[src/rtl/rom_reader.sv]
// Initiator for a byte-wide combinational ROM: fetch LEN bytes from BASE and stream them out.
// Latency: start -> address out in 1 cycle, first byte valid in 2; peak rate 1 byte per 2 clocks.
// Backpressure: a presented byte holds (data_o/valid_o steady) until ready_i; no fetch runs meanwhile.
module rom_reader #(
  parameter int ADDR_W = 8,
  parameter int DATA_W = 8
) (
  input  logic              clk,
  input  logic              rst,
  input  logic              start_i,
  input  logic [ADDR_W-1:0] base_addr_i,
  input  logic [ADDR_W-1:0] len_i,
  output logic [ADDR_W-1:0] rom_addr_o,
  input  logic [DATA_W-1:0] rom_data_i,
  output logic [DATA_W-1:0] data_o,
  output logic              valid_o,
  input  logic              ready_i,
  output logic              busy_o,
  output logic              done_o
);

  localparam logic [1:0] IDLE    = 2'd0;
  localparam logic [1:0] FETCH   = 2'd1;
  localparam logic [1:0] PRESENT = 2'd2;
  localparam logic [1:0] DONE    = 2'd3;

  localparam logic [ADDR_W:0] REM_ONE = {{ADDR_W{1'b0}}, 1'b1};

  logic [1:0]        state_q, state_d;
  logic [ADDR_W-1:0] addr_q, addr_d;
  logic [DATA_W-1:0] data_q, data_d;
  logic              valid_q, valid_d;
  // One bit wider than the address so a zero length can stand for the full 2**ADDR_W bytes.
  logic [ADDR_W:0]   rem_q, rem_d;

  // Next-state logic: sequence idle -> fetch -> present (-> fetch ...) -> done.
  always_comb begin
    state_d = state_q;
    addr_d  = addr_q;
    data_d  = data_q;
    valid_d = valid_q;
    rem_d   = rem_q;
    case (state_q)
      IDLE: begin
        if (start_i) begin
          addr_d  = base_addr_i;
          rem_d   = {(len_i == '0), len_i};
          state_d = FETCH;
        end
      end
      FETCH: begin
        // rom_addr_o has been stable all cycle, so the combinational ROM data is settled.
        data_d  = rom_data_i;
        valid_d = 1'b1;
        state_d = PRESENT;
      end
      PRESENT: begin
        if (valid_q && ready_i) begin
          valid_d = 1'b0;
          rem_d   = rem_q - REM_ONE;
          if (rem_q == REM_ONE) begin
            state_d = DONE;
          end else begin
            // Wrap past the top of the ROM is intentional; only the count ends a walk.
            addr_d  = addr_q + 1'b1;
            state_d = FETCH;
          end
        end
      end
      DONE: begin
        state_d = IDLE;
      end
      default: begin
        state_d = IDLE;
      end
    endcase
  end

  // State registers with synchronous reset; reset drops any transfer in flight.
  always_ff @(posedge clk) begin
    if (rst) begin
      state_q <= IDLE;
      addr_q  <= '0;
      data_q  <= '0;
      valid_q <= 1'b0;
      rem_q   <= '0;
    end else begin
      state_q <= state_d;
      addr_q  <= addr_d;
      data_q  <= data_d;
      valid_q <= valid_d;
      rem_q   <= rem_d;
    end
  end

  assign rom_addr_o = addr_q;
  assign data_o     = data_q;
  assign valid_o    = valid_q;
  assign busy_o     = (state_q != IDLE);
  assign done_o     = (state_q == DONE);

endmodule
[config.mk]
export PLATFORM = sky130hd
export DESIGN_NAME = rom_reader
export DESIGN_NICKNAME = d
export VERILOG_FILES = /design/src/rtl/rom_reader.sv
export SDC_FILE = /design/constraint.sdc
export NUM_CORES = 1
export LEC_CHECK = 0
export BUFFER_PORTS_ARGS = -buffer_cell sky130_fd_sc_hd__buf_2
export CAP_MARGIN = 15
export CORE_MARGIN = 4
export CORE_UTILIZATION = 46
export DETAILED_ROUTE_END_ITERATION = 8
export PLACE_DENSITY = 0.86
export SLEW_MARGIN = 20
export SYNTH_ARGS = -nofsm -noshare
export SYNTH_HDL_FRONTEND = slang
export SYNTH_SLANG_ARGS = --single-unit
export TNS_END_PERCENT = 30
[constraint.sdc]
create_clock -name clk -period 1.7 [get_ports clk]
set_clock_uncertainty 0.2 [all_clocks]
set_input_delay 0.34 -clock clk [delete_from_list [all_inputs] [get_ports clk]]
set_output_delay 0.34 -clock clk [all_outputs]
set_load 0.005 [all_outputs]
Yosys cells after proc, flatten, opt, wreduce, memory -nomap -nowiden
Cells that the tools add are included.
- add/sub/neg operators: 2
- multipliers: 0
- divide/modulo/power cells: 0
- order comparisons: 0
- equality and inequality tests: 7
- shifts and indexed selects: 0
- mux-type cells: 13
- bitwise logic cells: 0
- reductions and logical operators: 10
- operators by type and width (cell ; count):
    2-to-1 mux 8 bit ; 3
    2-to-1 mux 9 bit ; 2
    one-hot mux 9 bit (2 select lines) ; 1
    one-hot mux 8 bit (2 select lines) ; 1
    equality test 9 x 1 -> 1 bit, second input constant ; 1
    subtractor 9 x 1 -> 9 bit, second input constant ; 1
    adder 8 x 1 -> 8 bit, second input constant ; 1
    zero test 8 bit ; 1
    one-hot mux 2 bit (4 select lines) ; 1
    2-to-1 mux 2 bit ; 3
    inequality test 2 bit, second input constant ; 3
    nonzero test 2 bit ; 3
    equality test 2 bit, second input constant ; 2
    AND reduction 2 bit ; 2
    AND reduction 4 bit ; 1
    AND reduction 3 bit ; 1
    equality test 2 x 1 -> 1 bit, second input constant ; 1
    zero test 2 bit ; 1
    one-hot mux 1 bit (2 select lines) ; 1
    logical AND 1 bit ; 1
    2-to-1 mux 1 bit ; 1
- register bits after elaboration: 28
- bits in latches: 0
- RAM bits: 0
- ROM bits: 0
- input bits: 28
- logic and storage cells: 37
- memories kept: 0

Longest topological paths before layout
Gate-level depths: netlist of run 1.
- depth after elaboration: 4
- gate-level depth with buffers: 7

Worst setup path after synthesis of run 1
OpenSTA, ideal clock, no wires.
- path kind: flip-flop to flip-flop
- from: reg rem_q[1]
- to: reg addr_q[2], in the netlist rom_addr_o[2]
- library setup time: 0.132 ns
- arrival: 1.479 ns
- slack: -0.110 ns
- stages on the path, launching flop included: 8
- path buffers: 1
- period minus slack after synthesis: 1.810 ns
- cells stage by stage: dfxtp_1 inv_1 ha_1 or4b_4 nor4_4 buf_6 or2b_4 o32ai_1
- cells in the longest elaborated chain, start to end: 3
- ends and longest elaborated chain (what ; RTL line ; RTL):
    start: declaration ; 34 ; logic [ADDR_W:0] rem_q, rem_d;
    start signal: assignment ; 92 ; rem_q <= rem_d;
    equality test 9 x 1 -> 1 bit ; 61 ; if (rem_q == REM_ONE) begin
    inequality test 2 bit (no line) ; -- ;
    AND reduction 4 bit (no line) ; -- ;
    end signal: assignment ; 89 ; addr_q <= addr_d;
    end: declaration ; 30 ; logic [ADDR_W-1:0] addr_q, addr_d;
No other way between the ends.
A chain may end at the register's enable or synchronous reset.

Final worst setup path of run 1
- from: reg rem_q[1]
- to: reg rem_q[8]
- cells in the longest elaborated chain, start to end: 3
- ends and longest elaborated chain (what ; RTL line ; RTL):
    subtractor 9 x 1 -> 9 bit ; 60 ; rem_d = rem_q - REM_ONE;
    2-to-1 mux 9 bit ; 58 ; if (valid_q && ready_i) begin
    one-hot mux 9 bit (2 select lines) ; 43 ; case (state_q)
No other way between the ends. The select of a mux whose other input is x is not followed.

==> run metrics, run 1 <==
status finished, violations left; failing checks setup timing; Syn Area/Cell 7.90 µm²; I/O pin total 47; clock power share 26.2%; Max VDD drop 0.409 mV; Fin Hold WS 18.3 ps; Syn Inst Count 195; die extent in y 65.9 µm; clock buffer count from CTS 3; non-filler instance count after layout 303; routed vias 1739; Min Clock Period, post-route 1980 ps; reg2reg start rem_q[1]; Critical Path AT 2040 ps; IO Port Bufs 46; syn_nets 226; part of the Yosys area used for sequential elements 36.4%; final hold violations 0; # rows 20; Required @ worst endpoint 1770 ps; GR Overflow Total 0; die span in x 65.9 µm; Initial Util 49.2%; layout filler cell count 236; CP Launch Type flop; wire length per cell 14.7 µm; asr flop ratio synth 0%; HP Start rom_data_i[4]; Worst Tran Pin Value 519 ps; Max Clk Rate 0.506 GHz; clk slew on worst S/H paths 160 ps; CP Class flop to flop; area delta synth->final 37.7%; power density over cell area 804 nW/µm²; Starting DRT DRC Count 198; worst skew pair latency 340 ps; number of flops mapped to enable cells by yosys 0; flip-flop and latch count after synthesis 28; core area 3130 µm²; first-pass GRT wire length 6810 µm; GRT Overall Usage 19.7%; TritonRoute pass-1 iters 4; vias per cell 5.74; internal power 1190 µW; die footprint 4340 µm²; nets 291; drc violations 0; worst setup margin -276 ps; root buffer cell clkbuf_4; period utilization 116%; worst hold path type input port to flop; setup violators final 14; Lkg Pwr 0.000866 µW; YS warnings 0; Logic pwr share 29.6%; number of clock sinks 28; dpl cells 296; antenna cells 0; vias in the first global route 1548; sw frac 30.1%; max_cap viols 0; Total Wirelength 4470 µm; Critical Path Source rem_q[1]; CTS tree yes; Post-DP HPWL 3000 µm; Critical Path Sink Type flop; Max Slew Vio Count 0; mapped cell area 1540 µm²; CTS Buffer Depth 2; initial antenna violation count 0; routability cong. 0.822; setup TNS -2470 ps; Antenna Nets Post-Route 0; sequential share of power 44.2%; pin count of the biggest net entering global routing 29; Sw Pwr 513 µW; fraction of layout cells with a size suffix above 1 39.0%; count of cell types in the netlist 41; maximum level of the CTS H-tree 1; Synth Flop Type dfxtp_1; Worst Path Max Fanout 4; RSZ-0062 raised after global routing true; Slew headroom 65.4%
sequential cells by signal, summed over array words and instances, names as in the netlist:
name	flops
rem_q	9
data_o	8
rom_addr_o	8
state_q	2
valid_o	1
per-stage QoR:
step	power, µW	util (%)	cell area, µm²	setup slack, ps
2_1_floorplan	1010	-	1540	-110
3_3_place_gp	1190	62.3	1950	-173
3_5_place_dp	1200	62.3	1950	-242
4_1_cts	1660	65.2	2040	-256
5_1_grt	1800	67.8	2120	-342
6_report	1710	67.8	2120	-276
timing repair:
action	4_1_cts	5_1_grt
cloned	0	0
setup endpoints to repair	13	17
gates resized for setup	8	18
setup buffers	2	1
pin swaps	3	8
hold buffers	0	0
critical path, stage by stage, from the launching register on:
cell	delay, ps
dfxtp_2	350
inv_2	70
buf_4	110
buf_6	90
ha_4	120
or4b_4	500
nor4_2	180
o21ai_1	100
a21oi_1	190
worst paths after layout:
kind                                  end  slack, ps  cells after the start
worst max-delay path             rem_q[8]       -280                      8
worst min-delay path            data_o[4]         20                      3
worst max register to register   rem_q[8]       -280                      8
worst min register to register  data_o[6]        260                      2
power by group through the flow:
stage	registers, µW	logic, µW	clock network, µW
2_1_floorplan	765	241	0
3_3_place_gp	759	431	0
3_5_place_dp	761	442	0
4_1_cts	748	460	448
5_1_grt	760	551	492
6_report	753	505	447
cells by family (layout without fill, tap and decap cells):
family	count (synthesis)	count (layout)	share of synthesized area (%)
and+or+nand+nor	84	84	30.2
DFF	28	28	36.4
buffers and inverters	18	82	5.20
muxes	1	1	0.731
AOI/OAI and AO/OA	61	61	25.0
adders and majority gates	3	3	2.44
Yosys cell counts (all sizes together), types with 2 or more instances:
library cell	instances	share of area [%]
a211oi	6	3.2
a21o	2	0.97
a21oi	25	8.1
a31oi	2	0.81
and2	2	0.81
buf	7	2.5
clkbuf	7	1.7
dfxtp	28	36
ha	3	2.4
inv	4	0.97
nand2	25	6.1
nand2b	11	4.5
nand3	8	2.6
nor2	9	2.2
nor2b	2	0.81
nor3	6	1.9
nor3b	4	1.9
nor4	6	3.4
o21ai	12	3.9
o32ai	8	4.5
or3	2	0.81
or4	2	0.97
or4b	2	1.5
area by class of cell:
class / instances / area (µm²) / share of cell area, %
well taps: 44 / 55.1 / 2.60
repair buffers: 74 / 452 / 21.3
inverters: 4 / 17.5 / 0.826
multi-input cells: 149 / 978 / 46.1
clock buffers: 3 / 22.5 / 1.06
clock inverters: 1 / 30.0 / 1.42
flip-flops and latches: 28 / 566 / 26.7
placed cells by master (no fill, tap or decap), types with 3 or more instances in the layout:
cell type / n
nand3_1: 8
nor3b_1: 4
o21ai_1: 3
buf_4: 25
nand2_1: 25
nor3_1: 5
a21oi_1: 24
nor2_1: 9
clkbuf_4: 3
o21ai_0: 8
nor4_1: 4
o32ai_1: 6
nand2b_1: 11
buf_6: 3
dfxtp_1: 24
buf_2: 46
dfxtp_2: 4
a211oi_1: 4
metal layers:
layer / up-vias / global-route usage [%] / wire, µm / part of all wire, %
met5: - / 0 / 0 / 0
met4: 0 / 6.74 / 67 / 1.5
met3: 11 / 2.21 / 255 / 5.7
met2: 78 / 34.5 / 2300 / 52
met1: 803 / 24.7 / 1840 / 41
li1: 847 / - / - / -
No activity file was read; power rests on OpenSTA's default activity.
==> inputs of run 2 (changes only) <==
- CORE_UTILIZATION: 46 -> 25
- PLACE_DENSITY: 0.86 -> 0.44
==> run 2 against run 1 <==
  * The flow still finishes with violations (setup timing)
  * Sequential power about the same
  * Non-clock buffer count increased by 14
  * Register-to-register slack gained 70 ps
  * First-iteration DRC count decreased by 65%
  * Highest routed layer unchanged
==> run metrics, run 2 (synthesis gave the netlist of run 1 again) <==
status finished, violations left; failing checks setup timing; reg2reg setup slack -210 ps; fraction of layout cells with a size suffix above 1 41.2%; routability cong. 0.803; RSZ-0062 raised after global routing true; wire length per cell 13.2 µm; Worst Tran Pin Value 422 ps; root buffer cell clkbuf_8; drc violations 0; Required @ worst endpoint 1650 ps; hold buffer count at cts 0; max_cap viols 0; worst skew pair latency 270 ps; area delta synth->final 45.3%; worst hold path type input port to flop; pin count of the biggest net entering global routing 22; dpl cells 343; CTS tree yes; Worst Path Max Fanout 7; die footprint 7480 µm²; Max Slew Vio Count 0; clk slew on worst S/H paths 100 ps; IO Port Bufs 46; # rows 28; layout filler cell count 663; clock buffer count from CTS 3; max reg flops 9; antenna cells 0; Min Clock Period, post-route 1910 ps; CP Class flop to flop; worst setup margin -209 ps; period utilization 112%; Total Wirelength 4580 µm; die span in x 86.5 µm; routed vias 1664; vias per cell 4.80; Critical Path AT 1860 ps; GRT Overall Usage 12.5%; CTS Buffer Depth 2; Post-DP HPWL 3490 µm; I/O pin total 47; core area 5960 µm²; Max Clk Rate 0.524 GHz; maximum level of the CTS H-tree 1; nets 305; Critical Path Sink Type flop; Starting DRT DRC Count 69; GR Overflow Total 0; most frequent cells in the layout 46 x buf_2, 40 x buf_4, 25 x a21oi_1, 25 x dfxtp_1, 24 x nand2_1; Largest Register rem_q; Antenna Nets Post-Route 0; CP Launch Type flop; vias in the first global route 1630; setup violators final 11; M1 wire length 2190 µm; initial antenna violation count 0; TritonRoute pass-1 iters 4; Lkg Pwr 0.000929 µW; DR top layer met4; routed wl met3 140 µm; die extent in y 86.5 µm; power density over cell area 731 nW/µm²; number of clock sinks 28; setup TNS -1860 ps; Max VDD drop 0.302 mV; most common library cell in the layout ignoring fill and taps buf_2; Initial Util 25.9%; non-filler instance count after layout 347; Slew headroom 71.8%; final hold violations 0; met2 routed WL 2170 µm; first-pass GRT wire length 7520 µm
-- run 2: cell types whose count changed in the layout (fill, tap and decap cells not counted), moves of 2 or more --
cell      delta
clkbuf_4     -3
clkbuf_8     +3
o21ai_0      +2
buf_4       +15
buf_6        -2
o32ai_1      -2
o32ai_2      +3
-- run 2: final timing paths --
| kind | start | end | cells after the start |
|---|---|---|---|
| worst max-delay path | rem_q[1] | rom_addr_o[3] | 7 |
| worst min-delay path | rom_data_i[7] | data_o[7] | 3 |
| worst max register to register | rem_q[1] | rom_addr_o[3] | 7 |
| worst min register to register | data_o[5] | data_o[5] | 2 |
-- run 2: metal layers --
| layer | up-vias | global-route usage [%] |
|---|---|---|
| li1 | 868 | - |
| met1 | 764 | 16.6 |
| met2 | 27 | 20.3 |
| met3 | 5 | 1.71 |
| met4 | 0 | 4.82 |
| met5 | - | 0 |
-- run 2: layout make-up --
class / instances / area, µm² / area share (%)
clock buffers: 3 / 41.3 / 1.84
inverters: 4 / 15.0 / 0.671
multi-input cells: 149 / 962 / 43.0
flip-flops and latches: 28 / 564 / 25.2
well taps: 75 / 93.8 / 4.19
repair buffers: 88 / 562 / 25.1
-- run 2: power by group --
group	switching, µW	internal (µW)
logic	252	268
registers	41.2	709
clock network	207	159
total	500	1140
-- run 2: timing repair --
action,4_1_cts,5_1_grt
pin swaps,5,3
gates resized for setup,9,8
buffers inserted,1,0
setup endpoints to repair,12,15
cloned,0,0
-- run 2: metrics by stage --
stage	total power [µW]	setup WS, ps	hold slack [ps]	util [%]	cell area (µm²)
after floorplan	1010	-110	245	-	1540
after global placement	1260	-234	242	35.6	2120
after detailed placement	1250	-280	247	35.6	2120
after CTS	1640	-244	84.3	36.8	2190
after global routing	1740	-266	102	37.6	2240
final	1640	-209	90.9	37.6	2240
-- run 2: critical path, cell delays in order (launching register included) --
cell and delay, ps:
dfxtp_2 330, inv_2 70, ha_4 110, or4b_4 460, nor4_4 150, buf_4 180, or2b_4 180, o32ai_1 100
==> inputs of run 3 (changes only) <==
- PLACE_DENSITY: 0.44 -> unset
==> run 3 against run 2 <==
  * The run still ends with setup timing left
  * Count of clock-buffer cells in the layout did not move
  * Combinational power rose by 5.6%
  * Cell count fell by 2.9%
  * Cell area rose by 1.2%
  * Setup slack got worse by 12 ps
  * Core utilization rose by 0.44 points
  * Die area did not move
  * Critical path type unchanged
==> run metrics, run 3 (synthesis gave the netlist of run 1 again) <==
status finished, violations left; failing checks setup timing; clock power share 29.2%; Worst Path Max Fanout 3; core area 5960 µm²; slowest library cell on the worst path or4b_4; reg2reg start rem_q[1]; Fin Hold WS 89.8 ps; reg2reg setup slack -220 ps; worst hold path type input port to flop; # rows 28; area delta synth->final 47.0%; Sw Pwr 529 µW; antenna cells 0; setup violators final 11; max reg flops 9; CTS tree yes; Lkg Pwr 0.000904 µW; die extent in y 86.5 µm; final hold violations 0; fraction of layout cells with a size suffix above 1 41.2%; internal power 1300 µW; routability cong. 0.797; number of clock sinks 28; first-pass GRT wire length 7730 µm; HP Start rom_data_i[6]; Critical Path Sink Type flop; Critical Path AT 1900 ps; worst skew pair latency 280 ps; Total Wirelength 4450 µm; sw frac 28.9%; I/O pin total 47; Max VDD drop 0.324 mV; GRT Overall Usage 12.5%; CTS Buffer Depth 2; CP Launch Type flop; crit-path cells inv_2, buf_6, ha_4, or4b_4, buf_12, o21ai_0, a21bo_2, a21oi_1; Hold Path Sink data_o[6]; Initial Util 25.9%; power density over cell area 809 nW/µm²; Starting DRT DRC Count 73; worst r2r dst rem_q[8]; vias per cell 4.93; GR Overflow Total 0; clock buffer count from CTS 3; routed vias 1662; total power 1830 µW; hold buffer count at cts 0; CP Class flop to flop; largest stage delay on the critical path 500 ps; Max Slew Vio Count 0; root buffer cell clkbuf_8; Antenna Nets Post-Route 0; maximum level of the CTS H-tree 1; die span in x 86.5 µm; WHS Path Cells 3; Min Clock Period, post-route 1920 ps; worst setup margin -221 ps; initial antenna violation count 0; max_cap viols 0; most common library cell in the layout ignoring fill and taps buf_2; Required @ worst endpoint 1680 ps; R2R cell count 8; Largest Register rem_q; nets 294; pin count of the biggest net entering global routing 22; Slew headroom 64.9%; IO Port Bufs 46; die footprint 7480 µm²; RSZ-0062 raised after global routing true; Max Clk Rate 0.521 GHz; Post-DP HPWL 3310 µm; drc violations 0; vias in the first global route 1707; wire length per cell 13.2 µm; period utilization 113%; clk slew on worst S/H paths 100 ps; Worst Tran Pin Value 522 ps; TritonRoute pass-1 iters 4; sequential share of power 40.8%; most frequent cells in the layout 45 x buf_2, 25 x nand2_1, 25 x dfxtp_1, 25 x buf_4, 24 x a21oi_1; Logic pwr share 30.1%
run 3: cell count changes in the layout (fill, tap and decap cells not counted), moves of 2 or more:
cell / previous run / this run
buf_4: 40 / 25
dfxtp_2: 3 / 1
a211oi_1: 5 / 2
o32ai_2: 4 / 0
o32ai_1: 4 / 7
buf_6: 1 / 5
dfxtp_4: 0 / 2
o21ai_2: 0 / 2
a211oi_2: 1 / 4
run 3: power by group through the flow:
stage / registers, µW / logic [µW] / clock network [µW]
after CTS: 747 / 482 / 552
after global routing: 757 / 611 / 575
after global placement: 758 / 458 / 0
final: 746 / 550 / 535
after floorplan: 765 / 241 / 0
after detailed placement: 759 / 462 / 0
run 3: per-stage QoR:
step	util [%]	TNS, ps	cells	setup slack [ps]	cell area [µm²]
2_1_floorplan	-	-853	195	-110	1540
3_5_place_dp	34.2	-2120	332	-229	2040
6_report	38.0	-1780	337	-221	2260
3_3_place_gp	34.2	-1500	332	-164	2040
4_1_cts	36.2	-1700	336	-186	2160
5_1_grt	38.0	-2930	337	-315	2260
run 3: timing repair:
item	4_1_cts	5_1_grt
buffers inserted	0	1
pin swaps	5	11
endpoints found under the setup margin	13	16
resized for setup	15	19
run 3: how the worst max path moves through the flow:
stage	startpoint	slack, ps	endpoint	cells after the start
2_1_floorplan	rem_q[1]	-110	rom_addr_o[2]	7
3_3_place_gp	rem_q[0]	-160	rom_addr_o[1]	6
3_5_place_dp	rem_q[0]	-230	rom_addr_o[1]	6
4_1_cts	rem_q[1]	-190	rom_addr_o[1]	7
5_1_grt	rem_q[1]	-320	rem_q[8]	7
6_report	rem_q[1]	-220	rem_q[8]	8
run 3: critical path, delay by kind of cell, from the launching register on:
| kind | cells | cell delay, ps |
|---|---|---|
| buffers and inverters | 3 | 340 |
| flip-flops | 1 | 340 |
| adder cells (fa/ha/maj) | 1 | 110 |
| AND/OR/NAND/NOR | 1 | 500 |
| AO/OA/AOI/OAI | 3 | 340 |
run 3: layout make-up:
class | count | area [µm²]
Multi-Input combinational cell | 149 | 1010
Timing Repair Buffer | 77 | 509
Clock inverter | 1 | 30.0
Clock buffer | 3 | 41.3
Inverter | 4 | 15.0
Sequential cell | 28 | 569
Tap cell | 75 | 93.8
Fill cell | 620 | 3690
run 3: routing by layer:
metal / routed length [µm] / GRT usage (%) / part of all wire, % / vias to the layer above
met3: 214 / 2.28 / 4.8 / 4
met5: 0 / 0 / 0 / -
li1: - / - / - / 846
met4: 31 / 3.68 / 0.70 / 0
met2: 2270 / 21.6 / 51 / 35
met1: 1940 / 15.8 / 44 / 777
